--- config.mk ---
export PLATFORM = sky130hd
export DESIGN_NAME = if_fetch_queue
export DESIGN_NICKNAME = d
export VERILOG_FILES = /design/src/rtl/if_pkg.sv /design/src/rtl/if_ibuf.sv /design/src/rtl/if_fetch_queue.sv
export SDC_FILE = /design/constraint.sdc
export NUM_CORES = 1
export LEC_CHECK = 0
export ABC_AREA = 1
export ABC_CLOCK_PERIOD_IN_PS = 14200
export CELL_PAD_IN_SITES_DETAIL_PLACEMENT = 1
export CELL_PAD_IN_SITES_GLOBAL_PLACEMENT = 1
export CORE_MARGIN = 5
export CORE_UTILIZATION = 47
export CTS_CLUSTER_DIAMETER = 60
export CTS_CLUSTER_SIZE = 25
export DETAILED_ROUTE_END_ITERATION = 8
export GPL_ROUTABILITY_DRIVEN = 0
export PLACE_DENSITY = 0.91
export RECOVER_POWER = 50
export SYNTH_ARGS = -nofsm -noshare
export SYNTH_HDL_FRONTEND = slang
export SYNTH_SLANG_ARGS = --single-unit
--- constraint.sdc ---
create_clock -name clk -period 14.2 [get_ports clk]
set_input_delay 3.55 -clock clk [delete_from_list [all_inputs] [get_ports clk]]
set_output_delay 3.55 -clock clk [all_outputs]
set_load 0.02 [all_outputs]
--- src/rtl/if_pkg.sv ---
// Shared definitions for the instruction-fetch queue: bundle layout, reset PC
// and the counter-width helper.
package if_pkg;

  localparam int IF_BUNDLE_W = 66;
  localparam int ADEF_BIT    = 0;
  localparam int PC_LSB      = 1;
  localparam int INST_LSB    = 33;
  localparam int PRED_BIT    = 65;

  localparam logic [31:0] PC_INIT_DEFAULT = 32'h1c00_0000;

  // Bits needed to hold the values 0..n inclusive.
  function automatic int cnt_w(input int n);
    return (n < 1) ? 1 : $clog2(n + 1);
  endfunction

endpackage

--- src/rtl/if_ibuf.sv ---
// Small synchronous FIFO with a combinational head. It is used both as the
// instruction buffer and as the tag queue holding the PCs of in-flight requests.
module if_ibuf
  import if_pkg::*;
#(
  parameter int DEPTH = 4,
  parameter int WIDTH = IF_BUNDLE_W
) (
  input  logic                         clk,
  input  logic                         resetn,
  input  logic                         push,
  input  logic [WIDTH-1:0]             push_data,
  input  logic                         pop,
  input  logic                         clear,
  output logic [WIDTH-1:0]             head,
  output logic [$clog2(DEPTH+1)-1:0]   count,
  output logic                         full,
  output logic                         empty
);

  localparam int PTR_W = (DEPTH > 1) ? $clog2(DEPTH) : 1;
  localparam int CNT_W = $clog2(DEPTH + 1);

  logic [WIDTH-1:0] mem_reg [DEPTH];
  logic [PTR_W-1:0] wr_ptr_reg, rd_ptr_reg;
  logic [CNT_W-1:0] count_reg;
  logic             push_ok, pop_ok;

  assign empty   = (count_reg == '0);
  assign full    = (count_reg == CNT_W'(DEPTH));
  assign count   = count_reg;
  assign pop_ok  = pop & ~empty;
  // A push into a full buffer is fine when the head leaves in the same cycle.
  assign push_ok = push & (~full | pop_ok);
  assign head    = mem_reg[rd_ptr_reg];

  function automatic logic [PTR_W-1:0] ptr_inc(input logic [PTR_W-1:0] p);
    return (p == PTR_W'(DEPTH - 1)) ? '0 : p + PTR_W'(1);
  endfunction

  for (genvar gi = 0; gi < DEPTH; gi++) begin : g_entry
    always_ff @(posedge clk) begin
      if (push_ok && !clear && wr_ptr_reg == PTR_W'(gi)) begin
        mem_reg[gi] <= push_data;
      end
    end
  end

  always_ff @(posedge clk) begin
    if (!resetn || clear) begin
      wr_ptr_reg <= '0;
      rd_ptr_reg <= '0;
      count_reg  <= '0;
    end else begin
      if (push_ok) wr_ptr_reg <= ptr_inc(wr_ptr_reg);
      if (pop_ok)  rd_ptr_reg <= ptr_inc(rd_ptr_reg);
      count_reg <= count_reg + CNT_W'(push_ok) - CNT_W'(pop_ok);
    end
  end

endmodule

--- src/rtl/if_fetch_queue.sv ---
// Pipelined instruction fetch: several SRAM requests in flight, buffered results
// ahead of ID, stale responses discarded after a redirect, ADEF on misaligned PC.
module if_fetch_queue
  import if_pkg::*;
#(
  parameter int          MAX_OUTSTANDING = 2,
  parameter int          IBUF_DEPTH      = 4,
  parameter logic [31:0] PC_INIT         = PC_INIT_DEFAULT
) (
  input  logic                   clk,
  input  logic                   resetn,
  output logic                   inst_sram_req,
  output logic [31:0]            inst_sram_addr,
  input  logic                   inst_sram_addr_ok,
  input  logic                   inst_sram_data_ok,
  input  logic [31:0]            inst_sram_rdata,
  input  logic                   flush,
  input  logic [31:0]            flush_target,
  input  logic                   id_flush,
  input  logic [31:0]            id_flush_target,
  output logic                   out_valid,
  input  logic                   out_ready,
  output logic [IF_BUNDLE_W-1:0] out_bundle
);

  localparam int OS_W  = cnt_w(MAX_OUTSTANDING);
  localparam int BUF_W = cnt_w(IBUF_DEPTH);
  localparam int SUM_W = cnt_w(MAX_OUTSTANDING + IBUF_DEPTH);

  logic [31:0]            pc_reg, hold_addr_reg, target, tag_head;
  logic [OS_W-1:0]        os_cnt_reg, cn_cnt_reg, os_cnt_next;
  logic                   hold_reg, fault_reg;
  logic                   g_flush, fire, drop, data_push, adef_push, credit_ok, pc_aligned;
  logic [BUF_W-1:0]       buf_count;
  logic                   buf_full, buf_empty;
  logic [IF_BUNDLE_W-1:0] buf_head, push_bundle;
  logic [$clog2(MAX_OUTSTANDING+1)-1:0] unused_tag_count;
  logic                   unused_tag_full, unused_tag_empty;

  assign g_flush    = flush | id_flush;
  assign target     = flush ? flush_target : id_flush_target;
  assign pc_aligned = (pc_reg[1:0] == 2'b00);
  // Credit covers both buffered entries and responses still on their way.
  assign credit_ok  = (os_cnt_reg < OS_W'(MAX_OUTSTANDING)) &&
                      ((SUM_W'(os_cnt_reg) + SUM_W'(buf_count)) < SUM_W'(IBUF_DEPTH));

  assign inst_sram_req  = resetn & (hold_reg | (~fault_reg & pc_aligned & credit_ok));
  assign inst_sram_addr = hold_reg ? hold_addr_reg : pc_reg;
  assign fire           = inst_sram_req & inst_sram_addr_ok;
  assign os_cnt_next    = os_cnt_reg + OS_W'(fire) - OS_W'(inst_sram_data_ok);

  assign drop      = inst_sram_data_ok & (cn_cnt_reg != '0);
  assign data_push = inst_sram_data_ok & ~drop & ~g_flush;
  assign adef_push = ~fault_reg & ~pc_aligned & ~buf_full & ~g_flush & ~data_push;

  always_comb begin
    push_bundle = '0;
    if (data_push) begin
      push_bundle[INST_LSB +: 32] = inst_sram_rdata;
      push_bundle[PC_LSB +: 32]   = tag_head;
    end else begin
      push_bundle[PC_LSB +: 32]   = pc_reg;
      push_bundle[ADEF_BIT]       = 1'b1;
    end
  end

  assign out_valid  = ~buf_empty & ~g_flush;
  assign out_bundle = buf_empty ? '0 : buf_head;

  always_ff @(posedge clk) begin
    if (!resetn) begin
      pc_reg        <= PC_INIT;
      os_cnt_reg    <= '0;
      cn_cnt_reg    <= '0;
      hold_reg      <= 1'b0;
      hold_addr_reg <= '0;
      fault_reg     <= 1'b0;
    end else begin
      os_cnt_reg <= os_cnt_next;
      if (g_flush) begin
        pc_reg     <= target;
        fault_reg  <= 1'b0;
        cn_cnt_reg <= os_cnt_next;
      end else begin
        if (fire && !hold_reg) pc_reg <= pc_reg + 32'd4;
        if (adef_push) fault_reg <= 1'b1;
        // The held request was already cancelled when it was parked.
        cn_cnt_reg <= cn_cnt_reg - OS_W'(drop) + OS_W'(fire & hold_reg);
      end
      if (fire && hold_reg) begin
        hold_reg <= 1'b0;
      end else if (g_flush && inst_sram_req && !inst_sram_addr_ok) begin
        hold_reg      <= 1'b1;
        hold_addr_reg <= inst_sram_addr;
      end
    end
  end

  if_ibuf #(.DEPTH(IBUF_DEPTH), .WIDTH(IF_BUNDLE_W)) u_ibuf (
    .clk       (clk),
    .resetn    (resetn),
    .push      (data_push | adef_push),
    .push_data (push_bundle),
    .pop       (out_valid & out_ready),
    .clear     (g_flush),
    .head      (buf_head),
    .count     (buf_count),
    .full      (buf_full),
    .empty     (buf_empty)
  );

  // Every accepted request, stale or not, gets a tag so responses stay aligned.
  if_ibuf #(.DEPTH(MAX_OUTSTANDING), .WIDTH(32)) u_tag_q (
    .clk       (clk),
    .resetn    (resetn),
    .push      (fire),
    .push_data (inst_sram_addr),
    .pop       (inst_sram_data_ok),
    .clear     (1'b0),
    .head      (tag_head),
    .count     (unused_tag_count),
    .full      (unused_tag_full),
    .empty     (unused_tag_empty)
  );

endmodule

==> flow_summary.json, run 1 <==
{
  "violations": "capacitance limit, slew limit",
  "vias_per_cell": 5.41,
  "largest_reg_flops": 260,
  "grt_pass1_vias": 15270,
  "finalNetCount": 2233,
  "path_buf_inv": 5,
  "wl_um": 52500,
  "drc": 0,
  "netlist.area_leader.share_pct": 52.9,
  "fin_crit_sh_pct": 80.9,
  "cp_slowest_cell": "clkbuf_1",
  "fin_area_um2": 21600,
  "io_buffers": 201,
  "power_w": 0.00256,
  "syn_to_final_growth_pct": 17.4,
  "rsz0062_at_grt": "no",
  "max_slew_margin_pct": -89.7,
  "coreArea_um2": 38600,
  "max_freq_ghz": 0.0871,
  "cpLargestDelayFamily": "buffers and inverters",
  "insertion_delay_ns": 0.58,
  "holdBufCountCts": 0,
  "drive_gt1_share_pct": 4.17,
  "synth.largest_area_cell": "edfxtp_1",
  "cts_made_buffers": 29,
  "fp.dieH_um": 208,
  "synthesis.nets": 2094,
  "synth.distinct_cells": 35,
  "drtPass1Iterations": 5,
  "layout_commonest_cell": "nor2_1",
  "period_needed_ns": 11.48,
  "crit_path_cell_trace": "clkdlybuf4s50_1, clkbuf_1, nor2_4, clkbuf_1, inv_2, nor2_1, clkdlybuf4s50_1",
  "tightest_slew_ns": 2.84,
  "synth_area_per_cell_um2": 9.31,
  "antenna_found_initial": 0,
  "yosys_warnings": 0,
  "skew_ns": 0.0295,
  "arrival_ns": 7.93,
  "dp_hpwl_um": 35000,
  "worst-r2r-setup-slack_ns": 9.36,
  "cts_tree": "done",
  "num_vias": 14356,
  "use_met3_pct": 3.72,
  "critPathLaunchType": "input pin",
  "max_stage_delay_ns": 1.47,
  "yosysSeqAreaShare_pct": 62.1,
  "placed_area_um2": 20700,
  "netlist_area_um2": 18400,
  "final-hold-violation-count": 0,
  "irDropWorstVdd_mv": 0.0721,
  "path_class": "input pin to primary output",
  "grt-ovfl-total": 0,
  "met2_usage_pct": 42.0,
  "p_int_w": 0.00188,
  "combPwrFrac_pct": 11.6,
  "num_antenna_cells": 0,
  "grt_use_met1_pct": 30.0,
  "crit_fanout": 47,
  "most-common-layout-cells": "nor2_1 (464), edfxtp_1 (324), nand2_1 (281)",
  "switching_share_pct": 26.6,
  "outcome": "complete, but fails checks",
  "grt_pass1_wl_um": 82200,
  "row_count": 72,
  "p_seq_share_pct": 54.9,
  "ctsRootBufferMaster": "clkbuf_16",
  "clock_path_buffers": 3,
  "post_drt_wl_per_cell_um": 19.8,
  "initial_core_util_pct": 47.6,
  "p_sw_w": 0.000681,
  "slew_viol_final": 359,
  "busiest_layer": "met2",
  "grt_usage_pct": 23.3,
  "grt_start_max_net_pins": 85,
  "synthCells": 1975,
  "hold_class": "flop to flop",
  "die_area_um2": 43200,
  "clk_pin_slew_worst_paths_ns": 0.09,
  "drt-initial-drc-count": 1168,
  "p_leak_nw": 7.95,
  "numClockSinks": 408,
  "required_ns": 10.65,
  "ant_nets": 0,
  "post_cts_buffers": 0,
  "die_w_um": 208,
  "powerDensity_nw_per_um2": 118,
  "pwr-share-clk_pct": 33.6,
  "fin_setup_tns_ns": 0,
  "io_pins": 203,
  "cts_resized": 0,
  "synth-seq-cells": 408,
  "ctsHtreeMaxLevel": 1,
  "crit_path_end_kind": "primary output",
  "drv_cap": 8,
  "setup_violations": 0,
  "synthTopCellsByArea": "edfxtp_1 (53%), nor2_1 (9.6%), dfxtp_1 (9.1%)"
}
[area by class of cell]
class | count | area, um^2
clock buffer | 31 | 743
clock inverter | 21 | 225
fill | 4327 | 17100
inverter | 209 | 785
multi-input combinational | 1250 | 5670
sequential | 408 | 11400
tap | 518 | 648
timing repair buffer | 216 | 2100
[synth_stat cells]
| library cell | number |
|---|---|
| nand3_1 | 31 |
| or2_2 | 4 |
| a31oi_1 | 6 |
| fa_1 | 1 |
| nand4_1 | 5 |
| xor2_1 | 7 |
| o21ai_1 | 17 |
| o32ai_1 | 1 |
| nand2_2 | 3 |
| buf_2 | 25 |
| buf_6 | 9 |
| inv_2 | 6 |
| nand2_1 | 279 |
| o211a_1 | 1 |
| nand2_4 | 1 |
| nand4_2 | 1 |
| buf_1 | 14 |
| buf_4 | 7 |
| nor2_2 | 1 |
| o21ai_0 | 259 |
| nor2_1 | 469 |
| o211ai_1 | 34 |
| nand4_4 | 1 |
| clkbuf_1 | 53 |
| xnor2_1 | 1 |
| nor3_1 | 1 |
| dfxtp_1 | 84 |
| edfxtp_1 | 324 |
| nor2_4 | 4 |
| a21oi_1 | 105 |
| o21ai_2 | 1 |
| nand3_2 | 1 |
| ha_1 | 15 |
| conb_1 | 1 |
| inv_1 | 203 |
[power by group through the flow]
stage | Sequential, W | Clock, W | Combinational, W
3_5_place_dp | 0.00143 | 0 | 0.000297
3_3_place_gp | 0.00142 | 0 | 0.000273
4_1_cts | 0.00140 | 0.000873 | 0.000301
2_1_floorplan | 0.00140 | 0 | 0.000193
6_report | 0.00140 | 0.000858 | 0.000296
5_1_grt | 0.00141 | 0.000928 | 0.000327
[cell families after synthesis]
group	Yosys count	synth area share, %
compound gates	424	12.1
simple gates	801	17.1
xor+xnor	8	0.381
buf+inv	317	7.15
flops	408	62.1
other cells	1	0.0204
fa+ha+maj	16	1.13
[metal layers]
layer / vias up / share of wire, %
li1: 6795 / -
met1: 7099 / 42
met2: 390 / 51
met3: 72 / 5.8
met4: 0 / 1.8
met5: - / 0
[stage by stage]
stage	utilization [%]	std cells	setup WS, ns	hold WS, ns
6_report	55.8	2653	2.72	0.478
5_1_grt	55.8	2653	2.40	0.497
4_1_cts	56.0	2653	4.61	0.475
3_5_place_dp	53.5	2601	4.61	0.457
3_3_place_gp	53.5	2601	4.65	0.430
2_1_floorplan	-	1975	6.39	0.426
[worst paths after layout]
kind	cells past startpoint	to	start
min	1	flop	u_tag_q.rd_ptr_reg
max	7	out_valid	flush
max reg2reg	5	u_ibuf.mem_reg[3][22]	cn_cnt_reg[1]
min reg2reg	1	flop	u_tag_q.rd_ptr_reg
(Power assumes the default switching activity.)
==> run 2, diff against run 1 <==
--- a/config.mk
+++ b/config.mk
@@ -6,16 +6,16 @@
 export NUM_CORES = 1
 export LEC_CHECK = 0
 export ABC_AREA = 1
-export ABC_CLOCK_PERIOD_IN_PS = 14200
+export ABC_CLOCK_PERIOD_IN_PS = 12030
 export CELL_PAD_IN_SITES_DETAIL_PLACEMENT = 1
 export CELL_PAD_IN_SITES_GLOBAL_PLACEMENT = 1
 export CORE_MARGIN = 5
-export CORE_UTILIZATION = 47
+export CORE_UTILIZATION = 44
 export CTS_CLUSTER_DIAMETER = 60
 export CTS_CLUSTER_SIZE = 25
 export DETAILED_ROUTE_END_ITERATION = 8
 export GPL_ROUTABILITY_DRIVEN = 0
-export PLACE_DENSITY = 0.91
+export PLACE_DENSITY = 0.87
 export RECOVER_POWER = 50
 export SYNTH_ARGS = -nofsm -noshare
 export SYNTH_HDL_FRONTEND = slang
==> constraint.sdc (replaced) <==
create_clock -name clk -period 12.03 [get_ports clk]
set_input_delay 3.0075 -clock clk [delete_from_list [all_inputs] [get_ports clk]]
set_output_delay 3.0075 -clock clk [all_outputs]
set_load 0.02 [all_outputs]
==> flow_summary.json, run 2 (synthesis gave the netlist of run 1 again) <==
{
  "outcome": "complete, but fails checks",
  "violations": "capacitance limit, slew limit",
  "seqCellArea_um2": 11400,
  "arrival_ns": 9.35,
  "holdBufCountCts": 0,
  "drc": 0,
  "path_class": "input pin to flop",
  "row_count": 74,
  "slew_viol_final": 358,
  "finalNetCount": 2235,
  "wl_um": 51800,
  "fin_crit_sh_pct": 76.1,
  "multiInputGateArea_um2": 5680,
  "max_slew_margin_pct": -67.7,
  "die_w_um": 214,
  "ctsHtreeMaxLevel": 1,
  "clock_path_buffers": 3,
  "drt-initial-drc-count": 798,
  "required_ns": 12.23,
  "largest_reg_flops": 260,
  "drive_gt1_share_pct": 4.44,
  "num_antenna_cells": 0,
  "io_buffers": 201,
  "period_needed_ns": 9.15,
  "drtPass1Iterations": 5,
  "num_vias": 14218,
  "busiest_layer": "met2",
  "crit_path_end_kind": "flop",
  "crit_fanout": 64,
  "detailedPlace.worstSlack_ns": 3.99,
  "grt_usage_pct": 21.7,
  "final_util_pct": 53.1,
  "powerDensity_nw_per_um2": 144,
  "hold_class": "flop to flop",
  "cts_made_buffers": 31,
  "antenna_found_initial": 1,
  "final-hold-violation-count": 0,
  "die_area_um2": 46000,
  "ctsRootBufferMaster": "clkbuf_16",
  "grt_start_max_net_pins": 103,
  "insertion_delay_ns": 0.60,
  "numClockSinks": 408,
  "post_cts_buffers": 0,
  "power_w": 0.00315,
  "fin_setup_tns_ns": 0,
  "coreArea_um2": 41100,
  "cts_resized": 0,
  "use_met3_pct": 3.68,
  "dp_hpwl_um": 34600,
  "grt_use_met1_pct": 27.0,
  "cts_tree": "done",
  "io_pins": 203,
  "tightest_slew_ns": 2.52,
  "setup_violations": 0,
  "met2_usage_pct": 39.3,
  "vias_per_cell": 5.32,
  "rsz0062_at_grt": "no",
  "initial_core_util_pct": 44.7,
  "layout_commonest_cell": "nor2_1",
  "worst_slack_ns": 2.88,
  "post_drt_wl_per_cell_um": 19.4,
  "grt-ovfl-total": 0,
  "clk_pin_slew_worst_paths_ns": 0.09,
  "syn_to_final_growth_pct": 18.7,
  "max_freq_ghz": 0.109,
  "placed_area_um2": 20700,
  "drv_cap": 7,
  "fp.dieH_um": 214,
  "fillCellCount": 4639,
  "fin_area_um2": 21800,
  "irDropWorstVdd_mv": 0.105,
  "p_leak_nw": 8.10,
  "most-common-layout-cells": "nor2_1 (463), edfxtp_1 (324), nand2_1 (280)",
  "grt_pass1_vias": 15287,
  "critPathLaunchType": "input pin",
  "skew_ns": 0.0240,
  "grt_pass1_wl_um": 81400,
  "ant_nets": 0
}
run 2: final cells by class:
class                           instances  area share (%)
Clock buffer                           32            3.57
Inverter                              209            3.59
Timing Repair Buffer                  216            9.64
Multi-Input combinational cell       1250            26.0
Tap cell                              532            3.05
Sequential cell                       408            52.3
Clock inverter                         26            1.85
run 2: metrics by stage:
step	instances	hold slack, ns
after detailed placement	2615	0.460
final	2673	0.480
after floorplan	1975	0.426
after CTS	2673	0.476
after global placement	2615	0.430
after global routing	2673	0.500
run 2: where the power goes:
group,leakage [nW],internal (W),switching [W]
Combinational,3.99,0.000120,0.000226
Clock,0.567,0.000551,0.000600
Sequential,3.54,0.00160,0.0000572
run 2: path summary, 6_finish.rpt:
kind | depth (start not counted) | slack [ns] | startpoint | endpoint
max reg2reg | 4 | 6.81 | cn_cnt_reg[1] | u_ibuf.mem_reg[0][32]
min | 1 | 0.48 | u_tag_q.rd_ptr_reg | u_tag_q.rd_ptr_reg
min reg2reg | 1 | 0.48 | u_tag_q.rd_ptr_reg | u_tag_q.rd_ptr_reg
max | 7 | 2.88 | flush | u_ibuf.mem_reg[0][32]
run 2: worst max-delay path, cell delays in order:
cell and delay, ns:
dlygate4sd3_1 0.54, clkbuf_1 0.53, nor2_4 0.26, buf_4 0.47
nand4_1 1.80, inv_1 2.13, o21ai_0 0.56
run 2: routing by layer:
metal | wire, um | part of all wire (%)
met5 | 0 | 0
met4 | 1110 | 2.2
met3 | 2910 | 5.6
met2 | 26200 | 51
met1 | 21500 | 42
